--- src/rtl/lane_traffic_engine.sv ---
// -----------------------------------------------------------------------------
// lane_traffic_engine
//
// Traffic and log engine for the Frogger playfield. It owns NUM_LANES
// horizontal lanes of OBJ_PER_LANE objects each. Every lane is either a road
// lane (cars, CAR_LEN tiles) or a water lane (logs, LOG_LEN tiles). Each lane
// has its own step period and direction. The period shrinks as the level rises.
//
// Ports
//   i_Clk, i_Rst_L        clock, asynchronous active-low reset
//   i_Frame_Tick          one-cycle pulse per video frame
//   i_Enable              1 = lanes advance on ticks, 0 = frozen (ticks dropped)
//   i_Restart             synchronous restore of initial positions/counters
//   i_Level               current level, sampled every cycle
//   i_Query_Col/Row       renderer tile query
//   o_Query_Hit/Water     registered query answer (1-cycle latency)
//   i_Frog_X/Y            frog tile position
//   o_Frog_Collided       frog on a road tile covered by a car (registered)
//   o_Frog_On_Log         frog on a water tile covered by a log (registered)
//   o_Frog_Drown          frog on a water tile with no log (registered)
//   o_Carry_Step/Dir      one-cycle pulse: the frog's log stepped, and its way
//
// There is no handshake: every input is sampled on every rising edge and every
// output is a plain register that is valid one cycle after its inputs.
// -----------------------------------------------------------------------------
module lane_traffic_engine #(
  parameter int                   NUM_LANES       = 5,
  parameter int                   OBJ_PER_LANE    = 2,
  parameter int                   GAME_WIDTH      = 14,
  parameter int                   FIRST_LANE_ROW  = 6,
  parameter logic [NUM_LANES-1:0] LANE_DIR_MASK   = 5'b01010,
  parameter logic [NUM_LANES-1:0] LANE_WATER_MASK = 5'b00000,
  parameter int                   CAR_LEN         = 1,
  parameter int                   LOG_LEN         = 3,
  parameter int                   BASE_PERIOD     = 20,
  parameter int                   LANE_STEP       = 4,
  parameter int                   LEVEL_STEP      = 2,
  parameter int                   MIN_PERIOD      = 2,
  parameter int                   LEVEL_W         = 4
) (
  input  logic               i_Clk,
  input  logic               i_Rst_L,
  input  logic               i_Frame_Tick,
  input  logic               i_Enable,
  input  logic               i_Restart,
  input  logic [LEVEL_W-1:0] i_Level,
  input  logic [4:0]         i_Query_Col,
  input  logic [4:0]         i_Query_Row,
  output logic               o_Query_Hit,
  output logic               o_Query_Water,
  input  logic [5:0]         i_Frog_X,
  input  logic [5:0]         i_Frog_Y,
  output logic               o_Frog_Collided,
  output logic               o_Frog_On_Log,
  output logic               o_Frog_Drown,
  output logic               o_Carry_Step,
  output logic               o_Carry_Dir
);

  localparam int X_W   = (GAME_WIDTH > 2) ? $clog2(GAME_WIDTH) : 1;
  localparam int CNT_W = 10;

  // Starting column of object k in lane i; lanes are staggered by 3 tiles.
  function automatic logic [X_W-1:0] init_x(input int lane, input int k);
    return X_W'((k * GAME_WIDTH / OBJ_PER_LANE + 3 * lane) % GAME_WIDTH);
  endfunction

  // Effective frames-per-step. Signed int arithmetic so a high level drives the
  // raw value negative instead of wrapping, then the floor applies.
  function automatic logic [CNT_W-1:0] lane_period(input int lane,
                                                   input logic [LEVEL_W-1:0] lvl);
    int p;
    p = BASE_PERIOD + LANE_STEP * lane - LEVEL_STEP * int'(lvl);
    if (p < MIN_PERIOD) p = MIN_PERIOD;
    return CNT_W'(p);
  endfunction

  // An object at x of length len covers x .. x+len-1 modulo the width, so
  // the distance from x forward to col (wrapped) must be below len.
  function automatic logic covers(input logic [X_W-1:0] x, input int len,
                                  input int col);
    int d;
    d = col - int'(x);
    if (d < 0) d = d + GAME_WIDTH;
    return (d < len);
  endfunction

  function automatic logic [X_W-1:0] step_x(input logic [X_W-1:0] x,
                                            input logic right);
    if (right) return (x == X_W'(GAME_WIDTH - 1)) ? '0 : x + X_W'(1);
    else       return (x == '0) ? X_W'(GAME_WIDTH - 1) : x - X_W'(1);
  endfunction

  logic [X_W-1:0]   pos    [NUM_LANES][OBJ_PER_LANE];
  logic [CNT_W-1:0] cnt    [NUM_LANES];
  logic [CNT_W-1:0] period [NUM_LANES];
  logic [NUM_LANES-1:0] lane_step;

  logic q_hit_n, q_water_n, f_col_n, f_log_n, f_drown_n, carry_n, carry_dir_n;
  logic q_cov, f_cov, q_col_ok, f_col_ok;

  // A lane steps on this edge when a live tick finds its counter at or past
  // the last count of the period. The >= keeps a lane from stalling when a
  // level change shortens the period below the current count.
  always_comb begin
    for (int i = 0; i < NUM_LANES; i++) begin
      period[i]    = lane_period(i, i_Level);
      lane_step[i] = i_Frame_Tick && i_Enable && !i_Restart &&
                     (cnt[i] >= period[i] - CNT_W'(1));
    end
  end

  always_comb begin
    q_hit_n     = 1'b0;
    q_water_n   = 1'b0;
    f_col_n     = 1'b0;
    f_log_n     = 1'b0;
    f_drown_n   = 1'b0;
    carry_n     = 1'b0;
    carry_dir_n = 1'b0;
    q_cov       = 1'b0;
    f_cov       = 1'b0;
    q_col_ok    = int'(i_Query_Col) < GAME_WIDTH;
    f_col_ok    = int'(i_Frog_X) < GAME_WIDTH;
    for (int i = 0; i < NUM_LANES; i++) begin
      q_cov = 1'b0;
      f_cov = 1'b0;
      for (int k = 0; k < OBJ_PER_LANE; k++) begin
        q_cov = q_cov | covers(pos[i][k], LANE_WATER_MASK[i] ? LOG_LEN : CAR_LEN,
                               int'(i_Query_Col));
        f_cov = f_cov | covers(pos[i][k], LANE_WATER_MASK[i] ? LOG_LEN : CAR_LEN,
                               int'(i_Frog_X));
      end
      if (int'(i_Query_Row) == FIRST_LANE_ROW + i) begin
        q_hit_n   = q_col_ok && q_cov;
        q_water_n = LANE_WATER_MASK[i];
      end
      if (int'(i_Frog_Y) == FIRST_LANE_ROW + i) begin
        if (f_col_ok) begin
          if (LANE_WATER_MASK[i]) begin
            f_log_n   = f_cov;
            f_drown_n = !f_cov;
          end else begin
            f_col_n   = f_cov;
          end
        end
        // The registered on-log flag describes the frog before this step.
        carry_n     = lane_step[i] && o_Frog_On_Log;
        carry_dir_n = lane_step[i] && o_Frog_On_Log && LANE_DIR_MASK[i];
      end
    end
  end

  always_ff @(posedge i_Clk or negedge i_Rst_L) begin
    if (!i_Rst_L) begin
      for (int i = 0; i < NUM_LANES; i++) begin
        cnt[i] <= '0;
        for (int k = 0; k < OBJ_PER_LANE; k++) pos[i][k] <= init_x(i, k);
      end
      o_Query_Hit     <= 1'b0;
      o_Query_Water   <= 1'b0;
      o_Frog_Collided <= 1'b0;
      o_Frog_On_Log   <= 1'b0;
      o_Frog_Drown    <= 1'b0;
      o_Carry_Step    <= 1'b0;
      o_Carry_Dir     <= 1'b0;
    end else begin
      o_Query_Hit     <= q_hit_n;
      o_Query_Water   <= q_water_n;
      o_Frog_Collided <= f_col_n;
      o_Frog_On_Log   <= f_log_n;
      o_Frog_Drown    <= f_drown_n;
      o_Carry_Step    <= carry_n;
      o_Carry_Dir     <= carry_dir_n;
      if (i_Restart) begin
        for (int i = 0; i < NUM_LANES; i++) begin
          cnt[i] <= '0;
          for (int k = 0; k < OBJ_PER_LANE; k++) pos[i][k] <= init_x(i, k);
        end
      end else if (i_Frame_Tick && i_Enable) begin
        for (int i = 0; i < NUM_LANES; i++) begin
          if (lane_step[i]) begin
            cnt[i] <= '0;
            for (int k = 0; k < OBJ_PER_LANE; k++)
              pos[i][k] <= step_x(pos[i][k], LANE_DIR_MASK[i]);
          end else begin
            cnt[i] <= cnt[i] + CNT_W'(1);
          end
        end
      end
    end
  end

endmodule

--- config.mk ---
export PLATFORM = sky130hd
export DESIGN_NAME = lane_traffic_engine
export DESIGN_NICKNAME = d
export VERILOG_FILES = /design/src/rtl/lane_traffic_engine.sv
export SDC_FILE = /design/constraint.sdc
export NUM_CORES = 1
export LEC_CHECK = 0
export ABC_AREA = 1
export CELL_PAD_IN_SITES_DETAIL_PLACEMENT = 0
export CELL_PAD_IN_SITES_GLOBAL_PLACEMENT = 1
export CORE_AREA = 4 4 171 173
export CTS_CLUSTER_SIZE = 8
export DETAILED_ROUTE_END_ITERATION = 7
export DIE_AREA = 0 0 175 177
export GPL_ROUTABILITY_DRIVEN = 0
export MAX_ROUTING_LAYER = met4
export PLACE_DENSITY = 0.83
export SYNTH_ARGS = -nofsm -noshare
export SYNTH_HDL_FRONTEND = slang
export SYNTH_SLANG_ARGS = --single-unit
--- constraint.sdc ---
create_clock -name i_Clk -period 2.3 [get_ports i_Clk]
set_input_delay 0.345 -clock i_Clk [delete_from_list [all_inputs] [get_ports i_Clk]]
set_output_delay 0.345 -clock i_Clk [all_outputs]
set_load 0.02 [all_outputs]
==> results of run 1 <==
-- power by group --
part | leakage, nW | internal [mW] | switching [mW]
logic | 6.75 | 2.13 | 2.42
registers | 1.19 | 1.77 | 0.126
clock network | 0.155 | 0.874 | 0.729
-- final cells by class --
cell class / instances / area [um^2]
Clock buffer: 9 / 225
Fill cell: 2481 / 11400
Sequential cell: 92 / 2330
Multi-Input combinational cell: 1318 / 9110
Tap cell: 378 / 473
Inverter: 215 / 837
Clock inverter: 7 / 87.6
Timing Repair Buffer: 358 / 3130
-- worst min-delay path, stage by stage (launching register included) --
cell and delay [ps]:
dfrtp_1 350, nand2_1 60, o41ai_1 50
-- placed cells by master (no fill, tap or decap), types with 28 or more instances in the layout --
cell     netlist  final
nand3_1      148    140
dfrtp_1       73     72
a21oi_1       87     74
xor2_1        69     67
inv_2          9     30
nand2_2       12     29
o21ai_0       66     37
inv_1        203    176
ha_1         172    147
buf_4         10    280
nor2_1       159    136
nand2_1      385    361
o21ai_1       12     34
buf_6          3     28
-- path summary, 6_finish.rpt --
check	slack [ps]	cells past startpoint	start	end
setup / recovery	-1040	25	i_Level[0]	pos[30]
hold / removal	490	2	pos[5]	pos[5]
setup reg to reg	-330	17	pos[0]	o_Query_Hit
hold reg to reg	490	2	pos[5]	pos[5]
max in group asynchronous	1030	3	i_Rst_L	pos[25]
min in group asynchronous	500	2	i_Rst_L	cnt[7]
-- layer usage --
layer | up-vias | GRT usage | share of wire
met5 | - | - | 0
li1 | 6189 | - | -
met1 | 5613 | 0.271 | 0.44
met3 | 62 | 0.0207 | 0.031
met2 | 232 | 0.388 | 0.49
met4 | 0 | 0.0704 | 0.030
-- cells by family after synthesis --
logic type	Yosys count
flops	92
compound gates	217
buf+inv	243
simple gates	819
other cells	1
xor+xnor	85
fa+ha+maj	192
-- Yosys cell counts (4+ instances only) --
cell       number  area, um^2
xor2_1         69         604
buf_4          10        75.1
nor3b_1         4        30.0
nand3_2         5        50.1
a21oi_1        87         435
fa_1           20         400
nor4_1          7        43.8
dfrtp_1        73        1830
clkbuf_1        5        18.8
nand4_1        23         144
xnor2_1        14         123
and2_1          5        31.3
o211ai_1        7        52.6
nand3_1       148         741
nor3_1         18        90.1
nand3b_1       27         203
o21ai_0        66         330
nor2_2          4        25.0
ha_1          172        2150
nand2_2        12        75.1
o21ai_1        12        60.1
nand2_1       385        1450
o2111ai_1       4        35.0
dfstp_2        19         499
inv_2           9        33.8
buf_2          10        50.1
and3_1          8        50.1
nor2_1        159         597
o41ai_1         7        61.3
inv_1         203         762
a31oi_1        10        62.6
-- flip-flops by register name (all words and copies together), names as in the netlist --
signal,cells
pos,40
o_Query_Hit,1
cnt,50
o_Frog_Collided,1
-- timing repair --
| action | 4_1_cts | 5_1_grt |
|---|---|---|
| setup endpoints to repair | 92 | 92 |
| hold buffers | 1 | 0 |
| hold endpoints to repair | 18 | 0 |
| resized for setup | 176 | 77 |
| pin swaps | 65 | 40 |
| gates cloned | 2 | 0 |
| setup buffers | 59 | 6 |
-- per-stage QoR --
step | power, mW | area (um^2) | setup TNS [ps] | std cells
floorplan | 4.46 | 11700 | -76690 | 1653
global placement | 5.82 | 14400 | -141590 | 2297
detailed placement | 5.93 | 14400 | -149360 | 2297
CTS | 7.90 | 15800 | -76590 | 2373
global route | 8.77 | 16200 | -94560 | 2377
finish | 8.05 | 16200 | -76320 | 2377
==> results by group, run 1 <==
Worst setup path
  – Crit path buffers/inverters: 9
  – Crit path arrival time: 3600 ps
  – Peak fanout along the critical path: 4
  – Worst Path Class, Setup: primary input to flop
  – Most frequent CP cell: ha_4
  – CP startpoint kind: primary input
  – Critical Path Sink Type: flop
  – Largest delay contributor family on the critical path: adder cells
  – Slowest CP cell: ha_4
  – Crit-path max cell delay: 220 ps
  – CP required: 2560 ps

Routing
  – Wire per inst: 14.1 um
  – DRT antenna net count: 0
  – Vias: 12,096
  – Drt total wl: 33,400 um
  – TritonRoute pass-1 iters: 5
  – Drt drc: 0
  – Detailed Route Iter0 Violations: 628
  – Vias per cell: 5.09

CTS
  – Clock Sinks: 92
  – Clk root buf: clkbuf_16
  – CTS tree: yes
  – Clock Latency Late Sink: 350 ps
  – Cts bufs inserted: 9
  – CTS Buffer Depth: 2
  – Htree depth: 3
  – Clock transition at path regs: 70 ps

Floorplan
  – Starting density of the core: 0.418
  – Die Area: 31,000 um^2
  – # rows: 61
  – Die width: 175 um
  – Core ar.: 27,600 um^2
  – Height of the die: 177 um
  – Io pins: 38

GRT
  – Largest net degree at the start of global routing: 38
  – Number of global-route vias before repair: 11,922
  – GRT Total Usage: 0.221
  – Initial antenna violation count: 0
  – Grt ovf: 0
  – First-pass GRT wire length: 55,700 um

Synthesis
  – Ys async rst share: 1.00
  – Most common flop cell mapped by yosys: dfrtp_1
  – EDFF count, synth: 0
  – Syn avg cell area: 7.00 um^2
  – Post-synthesis sequential area ratio: 0.202
  – Largest family of logic cells by synthesized area: simple AND/OR/NAND/NOR gates
  – Adder-cell share of the synthesized area: 0.221
  – Post-Syn Area: 11,500 um^2
  – Xor/xnor share of the synthesized area: 0.0658
  – Synth Area in Compound Gates: 0.107
  – Yosys reg bits: 92
  – Post-Synthesis Cells: 1,649
  – Synth Area in Simple Gates: 0.318
  – Synth warn: 0
  – Synth cell types: 57
  – Post-synthesis mux area share: 0

Timing
  – Unrepaired setup endpoints after global routing: yes
  – Final slew viol count: 0
  – Crit path time final: 3340 ps
  – Worst-margin pin slew: 534 ps
  – Slew HR: 0.644
  – # setup viols final: 92
  – Hold Worst Slack: 491 ps
  – Worst Skew: 14.3 ps
  – Period utilization: 1.45
  – FMAX: 300 MHz
  – Final Hold Viols: 0
  – Setup ws final: -1040 ps

Layout
  – # diodes: 0
  – NumNets Final: 2,217
  – Share of layout cells above drive strength 1: 0.292
  – Synth-to-Final Area Change: 40.3%
  – Finished Core Util: 0.586

Power
  – Leakage: 8.10 nW
  – Worst-case vdd ir drop: 0.324 mV
  – Pwr Density: 497 nW/um^2

Placement
  – Pre-CTS WS: -1950 ps
  – Port Buffer Count: 32
  – Detail Placement HPWL: 24,700 um

Outcome
  – Failing checks: negative setup slack
  – Outcome: finished with violations

Run
  – MaxCap Viol Count: 0

Min path
  – Path type of the worst min-delay path: flop to flop
(Power assumes the default switching activity.)
==> run 2, diff against run 1 <==
--- a/config.mk
+++ b/config.mk
@@ -6,10 +6,10 @@
 export NUM_CORES = 1
 export LEC_CHECK = 0
 export ABC_AREA = 1
+export CAP_MARGIN = 20
 export CELL_PAD_IN_SITES_DETAIL_PLACEMENT = 0
 export CELL_PAD_IN_SITES_GLOBAL_PLACEMENT = 1
 export CORE_AREA = 4 4 171 173
-export CTS_CLUSTER_SIZE = 8
 export DETAILED_ROUTE_END_ITERATION = 7
 export DIE_AREA = 0 0 175 177
 export GPL_ROUTABILITY_DRIVEN = 0
==> results of run 2 <==
Same layout as run 1: the final DEF is identical, and so are final timing and power.
